### src/rtl/opti_pkg.sv
// Shared definitions for the biquad-section feeder.
//   DW_DEF          default sample width
//   feeder_state_e  feeder FSM states
//   cnt_w()         width of a counter able to hold 0..n inclusive
package opti_pkg;

    localparam int DW_DEF = 24;

    typedef enum logic [1:0] {
        ST_IDLE  = 2'd0,
        ST_ISSUE = 2'd1,
        ST_WAIT  = 2'd2,
        ST_GAP   = 2'd3
    } feeder_state_e;

    function automatic int cnt_w(input int n);
        return $clog2(n) + 1;
    endfunction

endpackage

### src/rtl/opti_sync_fifo.sv
// Synchronous FIFO, registered occupancy, single clock.
//   clk, rst       clock, synchronous active-high reset
//   push, wdata    write request (ignored when full)
//   pop            read request (ignored when empty); rdata is the current head
//   full, empty    derived from the registered level
//   level          occupancy, 0..DEPTH
module opti_sync_fifo
    import opti_pkg::*;
#(
    parameter int DW    = DW_DEF,
    parameter int DEPTH = 8
) (
    input  logic                   clk,
    input  logic                   rst,
    input  logic                   push,
    input  logic [DW-1:0]          wdata,
    input  logic                   pop,
    output logic [DW-1:0]          rdata,
    output logic                   full,
    output logic                   empty,
    output logic [$clog2(DEPTH):0] level
);

    localparam int AW = $clog2(DEPTH);
    localparam int LW = cnt_w(DEPTH);

    logic [DW-1:0] mem [DEPTH];
    logic [AW-1:0] wr_ptr;
    logic [AW-1:0] rd_ptr;
    logic          do_push;
    logic          do_pop;

    assign full    = (level == LW'(DEPTH));
    assign empty   = (level == '0);
    assign do_push = push && !full;
    assign do_pop  = pop && !empty;
    assign rdata   = mem[rd_ptr];

    // DEPTH is a power of two, so pointers wrap by natural overflow.
    always_ff @(posedge clk) begin
        if (rst) begin
            wr_ptr <= '0;
            rd_ptr <= '0;
            level  <= '0;
        end else begin
            if (do_push) wr_ptr <= wr_ptr + 1'b1;
            if (do_pop)  rd_ptr <= rd_ptr + 1'b1;
            if (do_push && !do_pop)      level <= level + 1'b1;
            else if (!do_push && do_pop) level <= level - 1'b1;
        end
    end

    always_ff @(posedge clk) begin
        if (do_push) mem[wr_ptr] <= wdata;
    end

endmodule

### src/rtl/opti_sos_feeder.sv
// Upstream driver for a biquad section: buffers a ready/valid sample stream,
// issues one single-cycle strobe per sample, forwards the section's response,
// then idles MIN_GAP cycles so the section's delay line settles.
//   clk, rst                     clock, synchronous active-high reset
//   s_data, s_valid, s_ready     input stream (s_ready = !full)
//   sos_data_in, sos_valid_in    strobe to the section
//   sos_data_out, sos_valid_out  response from the section
//   m_data, m_valid              forwarded response, one-cycle pulse
//   fifo_level, busy             status
//   timeout_err, spurious_err    sticky error flags, cleared by clear_err
module opti_sos_feeder
    import opti_pkg::*;
#(
    parameter int DW      = DW_DEF,
    parameter int DEPTH   = 8,
    parameter int MIN_GAP = 4,
    parameter int TIMEOUT = 64
) (
    input  logic                   clk,
    input  logic                   rst,
    input  logic [DW-1:0]          s_data,
    input  logic                   s_valid,
    output logic                   s_ready,
    output logic [DW-1:0]          sos_data_in,
    output logic                   sos_valid_in,
    input  logic [DW-1:0]          sos_data_out,
    input  logic                   sos_valid_out,
    output logic [DW-1:0]          m_data,
    output logic                   m_valid,
    output logic [$clog2(DEPTH):0] fifo_level,
    output logic                   busy,
    output logic                   timeout_err,
    output logic                   spurious_err,
    input  logic                   clear_err
);

    localparam int TW = cnt_w(TIMEOUT);
    localparam int GW = cnt_w(MIN_GAP);

    feeder_state_e state;
    logic [TW-1:0] timer;
    logic [GW-1:0] gap_cnt;
    logic [DW-1:0] head;
    logic          full;
    logic          empty;
    logic          timeout_set;
    logic          spurious_set;

    opti_sync_fifo #(.DW(DW), .DEPTH(DEPTH)) u_fifo (
        .clk   (clk),
        .rst   (rst),
        .push  (s_valid),
        .wdata (s_data),
        .pop   (state == ST_ISSUE),
        .rdata (head),
        .full  (full),
        .empty (empty),
        .level (fifo_level)
    );

    assign s_ready = !full;
    assign busy    = (state != ST_IDLE);

    // Any response outside the wait window is unexpected, including one that
    // lands on the strobe cycle itself or one left over from before a reset.
    always_comb begin
        timeout_set  = (state == ST_WAIT) && !sos_valid_out && (timer == TW'(TIMEOUT - 1));
        spurious_set = sos_valid_out && (state != ST_WAIT);
    end

    always_ff @(posedge clk) begin
        if (rst) begin
            state        <= ST_IDLE;
            timer        <= '0;
            gap_cnt      <= '0;
            sos_valid_in <= 1'b0;
            sos_data_in  <= '0;
            m_valid      <= 1'b0;
            m_data       <= '0;
            timeout_err  <= 1'b0;
            spurious_err <= 1'b0;
        end else begin
            sos_valid_in <= 1'b0;
            m_valid      <= 1'b0;
            case (state)
                ST_IDLE: begin
                    // Strobe and data are registered together on entry to ISSUE;
                    // sos_data_in then holds until the next issue.
                    if (!empty) begin
                        state        <= ST_ISSUE;
                        sos_valid_in <= 1'b1;
                        sos_data_in  <= head;
                    end
                end
                ST_ISSUE: begin
                    timer <= '0;
                    state <= ST_WAIT;
                end
                ST_WAIT: begin
                    if (sos_valid_out) begin
                        m_data  <= sos_data_out;
                        m_valid <= 1'b1;
                        gap_cnt <= '0;
                        state   <= ST_GAP;
                    end else if (timer == TW'(TIMEOUT - 1)) begin
                        gap_cnt <= '0;
                        state   <= ST_GAP;
                    end else if (timer != '1) begin
                        timer <= timer + 1'b1;
                    end
                end
                ST_GAP: begin
                    if (gap_cnt == GW'(MIN_GAP - 1)) state <= ST_IDLE;
                    else                             gap_cnt <= gap_cnt + 1'b1;
                end
                default: state <= ST_IDLE;
            endcase

            // A set in the same cycle as clear_err wins.
            if (timeout_set)    timeout_err <= 1'b1;
            else if (clear_err) timeout_err <= 1'b0;
            if (spurious_set)   spurious_err <= 1'b1;
            else if (clear_err) spurious_err <= 1'b0;
        end
    end

endmodule

### config.mk
export PLATFORM = sky130hd
export DESIGN_NAME = opti_sos_feeder
export DESIGN_NICKNAME = d
export VERILOG_FILES = /design/src/rtl/opti_pkg.sv /design/src/rtl/opti_sync_fifo.sv /design/src/rtl/opti_sos_feeder.sv
export SDC_FILE = /design/constraint.sdc
export NUM_CORES = 1
export LEC_CHECK = 0
export ABC_AREA = 1
export ABC_CLOCK_PERIOD_IN_PS = 2500
export CAP_MARGIN = 20
export CORE_ASPECT_RATIO = 0.9
export CORE_UTILIZATION = 45
export CTS_CLUSTER_SIZE = 16
export DETAILED_ROUTE_END_ITERATION = 7
export MAX_ROUTING_LAYER = met4
export PLACE_DENSITY_LB_ADDON = 0.05
export SETUP_SLACK_MARGIN = 0.2
export SYNTH_ARGS = -nofsm -noshare
export SYNTH_HDL_FRONTEND = slang
export SYNTH_SLANG_ARGS = --single-unit
### constraint.sdc
create_clock -name clk -period 2.5 [get_ports clk]
set_input_delay 0.25 -clock clk [delete_from_list [all_inputs] [get_ports clk]]
set_output_delay 0.25 -clock clk [all_outputs]
set_load 0.05 [all_outputs]
==> results.md <==
- On the worst path, the slowest cell contributes a delay of 810 ps.
- The final total negative setup slack is 0 ps.
- The critical path in this run is classified as reg2out.
- Setup repair after global routing left no endpoint under its margin.
- The worst-case IR drop observed on VDD is 0.000852 V.
- Of all nets on the critical path, the largest fanout is 6.
- From left edge to right edge, the die measures 167 um.
- In the finished design, the share of the clock period the worst path needs comes to 0.861.
- The number of buffers and inverters on the critical path is 1.
- The count of endpoints failing setup in the final report is 0.
- Fill cells in the final layout number 2183.
- The post-synthesis async set-or-reset flop share is 0.
- The adder-cell share of the synthesized area is 0.0154.
- The initial antenna violation count came to 0.
- The routed via count is 7608.
- STA classifies the critical path startpoint as a register.
- In the final layout, the share of cells above drive strength 1 is 0.0719.
- Hold repair after CTS inserted 0 buffers.
- Setup slack on the worst reg-to-reg path comes out at 390 ps.
- Once routing completed, OpenROAD measured the worst setup slack at 348 ps.
- The initial utilization of the core area, before any placement, comes to 0.458.
- The global-route usage over all layers is 0.204.
- The instance count on the critical path is 3.
- The die outline height is 151 um.
- For this design the static power due to leakage is 5.56 nW.
- In this run the tightest slew margin relative to its limit is 0.573.
- The slowest stage of the critical path belongs to the cell clkdlybuf4s50_1.
- The pre-antenna-repair detailed-routing pass consisted of 4 iterations.
- In the synthesized netlist, the number of instances is 1142.
- The number of maximum-capacitance violations is 0.
- The wire length per cell is 15.5 um.
- The share of total power dissipated in the clock network is 0.279.
- Entering global routing, the biggest net connects 72 pins.
- For this run the aggregate overflow at the end of global routing stands at 0.
- The number of enable flip-flop cells after synthesis is 192.
- The most frequently used flop master after synthesis is edfxtp_1.
- The average via count per standard cell is 4.79.
- CTS built an H-tree with a depth of 1.
- The actual slew at the worst max-slew pin is 640 ps.
- The switching part of the total is 0.366.
- The number of register bits inferred by synthesis is 266.
- The largest family of logic cells by synthesized area is simple AND/OR/NAND/NOR gates.
- The proportion of power drawn by flip-flops and latches is 0.386.
- The compound-gate portion of the synthesized area came to 0.0359.
- In this design, the largest share of critical-path delay is due to buffers and inverters.
- Buffers inserted during clock tree synthesis total 29.
- For the worst setup path, the data arrival time is 1900 ps.
- The internal portion of total power is 9.08 mW.
- The last weighted congestion value of the routability-driven placer is 0.774.
- The average cell area after synthesis is 9.70 um^2.
- The final number of max-transition violations is 0.
- Static timing analysis puts the maximum clock frequency at 465 MHz.
- 111 I/O pins were placed.
- The post-synthesis instance area is 11100 um^2.
- The floorplan step defined a core boundary enclosing 24200 um^2.
- The post-synthesis net count is 1208.
- The final hold violation count is 0.
- The multiplexer area fraction after synthesis is 0.
- The count of nets left with antenna violations once routing finished came out at 0.
- For this run, the register share of the synthesized area comes to 0.654.
- The maximum clock skew at final layout is 7.86 ps.
- Clock tree synthesis found a total of 266 sinks.
- Timing analysis after detailed placement gives a worst setup slack of 229 ps.
- For the worst flop-to-flop path, the logic depth is 13.
- The number of port buffers is 110.
- In this run the power density over the cells is 1060 nW/um^2.
- The via count of the first global-routing pass was 7070.
- The number of core rows is 54.
- For this run, the number of Yosys warnings is 0.
- STA puts the critical path data required time at 2250 ps.
- The number of distinct standard cells referenced by the synthesized netlist is 28.
- Of the total synthesized cell area, the portion taken by AND, OR, NAND and NOR gates is 0.209.
- Of the total synthesized cell area, the portion taken by XOR and XNOR cells is 0.000791.
- Subtracting the final worst setup slack from the clock period gives 2150 ps.
- The signal on the critical path passes through nor2_4 -> nand3_4 -> clkdlybuf4s50_1.
- From synthesis to final layout, the design area changed by 22.3%.
- After the first detailed-routing iteration, the DRC count stood at 454.
- TritonCTS built the clock tree.
- In this run the clock root is driven by a clkbuf_16.
- The worst setup path is captured at a primary output.
- At the later pin of the worst-skew pair, clock insertion delay measures 540 ps.
- The HPWL after detailed placement is 13900 um.
- The switching power of the nets is 5.25 mW.
- The critical path ends at s_ready.
- The global-route wire length before repair is 38600 um.
- The remaining routing DRC violations is 0.
- The layout net count is 1324.
- The total die area is 25200 um^2.
- The post-CTS setup buffer count is 0.
- The number of buffers between clock root and the deepest sink is 3.
- The run finished with clean final reports.
- The repair_antennas step left the layout with diodes totalling 0.
- The combinational share of power is 0.335.
- The min-delay analysis places its worst path in the category in2reg.
- The origin of the worst setup path is u_fifo.level[0].
- After clock tree synthesis, the clock-pin slew on the worst setup and hold paths is 60 ps.
- The end of the worst register-to-register path is u_fifo.level[3].
- After detailed routing, the total wire length is 24600 um.
- In this run the critical register-to-register path is launched from u_fifo.level[0].
-- power groups by stage --
stage	Combinational [mW]	Clock, mW	Sequential [mW]
after floorplan	2.45	0	6.53
after global placement	4.83	0	5.61
after detailed placement	4.85	0	5.63
after CTS	4.86	4.10	5.54
after global routing	5.32	4.26	5.60
final	4.80	4.00	5.53
-- metrics by stage --
| stage | hold slack [ps] | area (um^2) | cells | total power [mW] | utilization |
|---|---|---|---|---|---|
| 5_1_grt | 176 | 13500 | 1587 | 15.2 | 0.560 |
| 4_1_cts | 136 | 13500 | 1587 | 14.5 | 0.560 |
| 2_1_floorplan | 349 | 11100 | 1142 | 8.98 | - |
| 6_report | 129 | 13500 | 1587 | 14.3 | 0.560 |
| 3_3_place_gp | 426 | 12700 | 1535 | 10.4 | 0.523 |
| 3_5_place_dp | 429 | 12700 | 1535 | 10.5 | 0.523 |
-- routing by layer --
layer	global-route usage	vias up	wire length (um)
li1	-	3927	-
met3	0.0285	47	774
met2	0.341	113	11800
met5	-	-	0
met4	0.0587	0	587
met1	0.263	3521	11400
-- cells in the final DEF, fill, tap and decap left out, drive strengths merged, types with 15 or more instances in the layout --
cell type,synthesis,routed
nand2,307,307
edfxtp,192,192
inv,177,179
nand3,157,157
clkdlybuf4s50,0,108
nor2,84,84
dfxtp,74,74
a21oi,41,41
o21ai,37,37
clkbuf,15,33
buf,36,27
clkinv,1,15
-- state kept, by name, summed over array words and instances, names as in the netlist --
name and flops:
sos_data_in 24, state 2, u_fifo.wr_ptr 3, m_data 24
sos_valid_in 1, m_valid 1, spurious_err 1, u_fifo.level 4
u_fifo.rd_ptr 3, gap_cnt 3, timer 7, timeout_err 1
u_fifo.mem 192
-- timing repair --
item                                    CTS  global route
resized for setup                         1             2
endpoints found under the setup margin    1             1
endpoints found under the hold margin     0             0
-- area by class of cell --
cell class | instances | area, um^2 | area share
timing repair buffer | 136 | 1390 | 0.103
clock buffer | 33 | 741 | 0.0547
clock inverter | 19 | 148 | 0.0109
tap | 308 | 385 | 0.0285
multi-input combinational | 647 | 2950 | 0.218
sequential | 266 | 7260 | 0.536
inverter | 178 | 671 | 0.0495
-- cells by family after synthesis --
family                     Yosys count
AOI/OAI and AO/OA                   78
DFF                                266
buffers and inverters              229
and+or+nand+nor                    555
adders and majority gates           13
xor gates and xnor gates             1
-- synthesized netlist by cell type (2+ instances only) --
cell type    n  area [um^2]
o21ai_0     35          175
inv_1      175          657
nand2_1    305         1140
buf_6        4         45.0
nand3_1    156          781
nor2_1      83          312
buf_4        5         37.5
ha_1        12          150
a21oi_1     41          205
clkbuf_1    15         56.3
or2_2        2         12.5
buf_2       26          130
nor3_1       2         10.0
nand2_2      2         12.5
o21ai_2      2         17.5
edfxtp_1   192         5770
dfxtp_1     74         1480
-- worst min path at each step --
stage | to | slack, ps | startpoint | cells after the start
2_1_floorplan | u_fifo.mem[0][0] | 350 | s_data[0] | 0
3_3_place_gp | timer[6] | 430 | timer[6] | 2
3_5_place_dp | timer[6] | 430 | timer[6] | 2
4_1_cts | m_valid | 140 | rst | 2
5_1_grt | m_valid | 180 | rst | 2
6_report | m_valid | 130 | rst | 2
(Power assumes the default switching activity.)
==> variant: new RTL, config.mk and constraints unchanged <==
Re-encode `feeder_state_e` (4 states) as one-hot, 4 bits wide.
--- a/src/rtl/opti_pkg.sv
+++ b/src/rtl/opti_pkg.sv
@@ -7,9 +7,9 @@
     localparam int DW_DEF = 24;
 
-    typedef enum logic [1:0] {
-        ST_IDLE  = 2'd0,
-        ST_ISSUE = 2'd1,
-        ST_WAIT  = 2'd2,
-        ST_GAP   = 2'd3
+    typedef enum logic [3:0] {
+        ST_IDLE  = 4'b0001,
+        ST_ISSUE = 4'b0010,
+        ST_WAIT  = 4'b0100,
+        ST_GAP   = 4'b1000
     } feeder_state_e;
 
Formal check against the unedited RTL: no difference found for any inputs over 4 cycles, from zero or initial values and one cycle with rst high; so few cycles prove little.
==> variant against the original RTL <==
Synthesized cell count increased by 1.1%; worst hold slack improved by 0.12 ns; cell area increased by 0.57%; sequential cell count increased by 2; area after synthesis increased by 0.97%; setup slack got worse by 0.058 ns; register-to-register slack got worse by 0.02 ns; wire length decreased by 0.88%; clock power increased by 3%; power decreased by 13%; first-iteration DRC count increased by 9.7%; clock skew increased by 0.0020 ns; critical path type unchanged; largest cell class unchanged.
==> variant: results (changes against the original RTL) <==
metric	value	unit	change
hpwl	13500	um	-2.6%
grt_pass1_vias	7109		+0.55%
routed_wl	24350	um	-0.88%
p_int	8.520	mW	-6.2%
grt_max_degree	100		+39%
vias_per_cell	4.827		+0.68%
ys_seq_area_share	65.15	%	-0.27 points
synth-edff-count	192		unchanged
final_cells	1592		+0.32%
cp.arrival	1.96	ns	+0.06 ns
skew	0.009828	ns	+0.001964 ns
fillers	2158		-1.1%
cp_max_fo	4		-2
tightest_slew	0.7527	ns	+0.1130 ns
hp-class	in -> reg		
dpl_cell_area	12700	um2	+0.37%
antenna_found_initial	0		unchanged
drt-met1-wl	11650	um	+2.0%
vdd_drop_max	0.5698	mV	-33%
dp_cells	1539		+0.26%
syn-num-nets	1216		+0.66%
critPathSlowestCell	clkdlybuf4s50_1		
port_buffers	110		unchanged
crit_family	buffers and inverters		
avgSynthCellArea	9.692	um2	about the same
grt_pass1_wl	37970	um	-1.7%
wl_met2	11200	um	-4.8%
yosys-top-cells-count	335 x nand2_1, 192 x edfxtp_1, 180 x nand3_1		
layout.nets	1324		unchanged
wl_met3	988	um	+28%
gp_congestion	0.7265		-6.2%
synth_area_leaders	edfxtp_1 52%, dfxtp_1 14%, nand2_1 11%		
outcome	complete, no violations		
grt_util_all_layers	19.76	%	-0.68 points
drt-initial-drc-count	498		+9.7%
p_leak	5.483	nW	-1.4%
synth_cell_types	27		-3.6%
detailedPlace.worstSlack	0.2740	ns	+0.04511 ns
drive_above_1_share	7.632	%	+0.44 points
[variant: logic make-up after synthesis]
kind of cell | count (synthesis) | share of synthesized area, %
xor gates and xnor gates | 2 | 0.1566
AOI/OAI and AO/OA | 75 | 3.390
buffers and inverters | 232 | 8.401
and+or+nand+nor | 568 | 21.83
DFF | 268 | 65.15
adders and majority gates | 9 | 1.074
[variant: metal layers]
layer / global-route usage (%) / vias to the layer above
met1: 26.58 / 3546
li1: - / 3963
met3: 2.805 / 38
met2: 31.77 / 137
met4: 5.091 / 0
met5: - / -
[variant: power by group through the flow]
stage,Clock (mW),Sequential (mW),Combinational (mW)
2_1_floorplan,0,6.04,1.40
3_3_place_gp,0,5.39,3.04
3_5_place_dp,0,5.40,3.04
4_1_cts,4.21,5.31,3.05
5_1_grt,4.37,5.35,3.31
6_report,4.10,5.31,3.01
[variant: area by class of cell]
| type | count | area (um2) | area share, % |
|---|---|---|---|
| well taps | 308 | 385.4 | 2.829 |
| repair buffers | 133 | 1344 | 9.866 |
| clock buffers | 37 | 755.7 | 5.548 |
| clock inverters | 16 | 155.1 | 1.139 |
| inverters | 176 | 660.6 | 4.850 |
| multi-input cells | 654 | 3025 | 22.21 |
| flip-flops and latches | 268 | 7295 | 53.55 |
[variant: path summary, 6_finish.rpt]
| kind | startpoint | end | slack [ns] | cells past startpoint |
|---|---|---|---|---|
| min reg2reg | timer[6] | timer[6] | 0.45 | 2 |
| max reg2reg | u_fifo.level[0] | u_fifo.level[3] | 0.37 | 14 |
| max | state[1] | busy | 0.29 | 3 |
| min | rst | timer[0] | 0.25 | 4 |
[variant: repair_timing]
item                       4_1_cts  5_1_grt
gates resized for setup          0        4
setup endpoints to repair        0        1
hold endpoints to repair         0        0
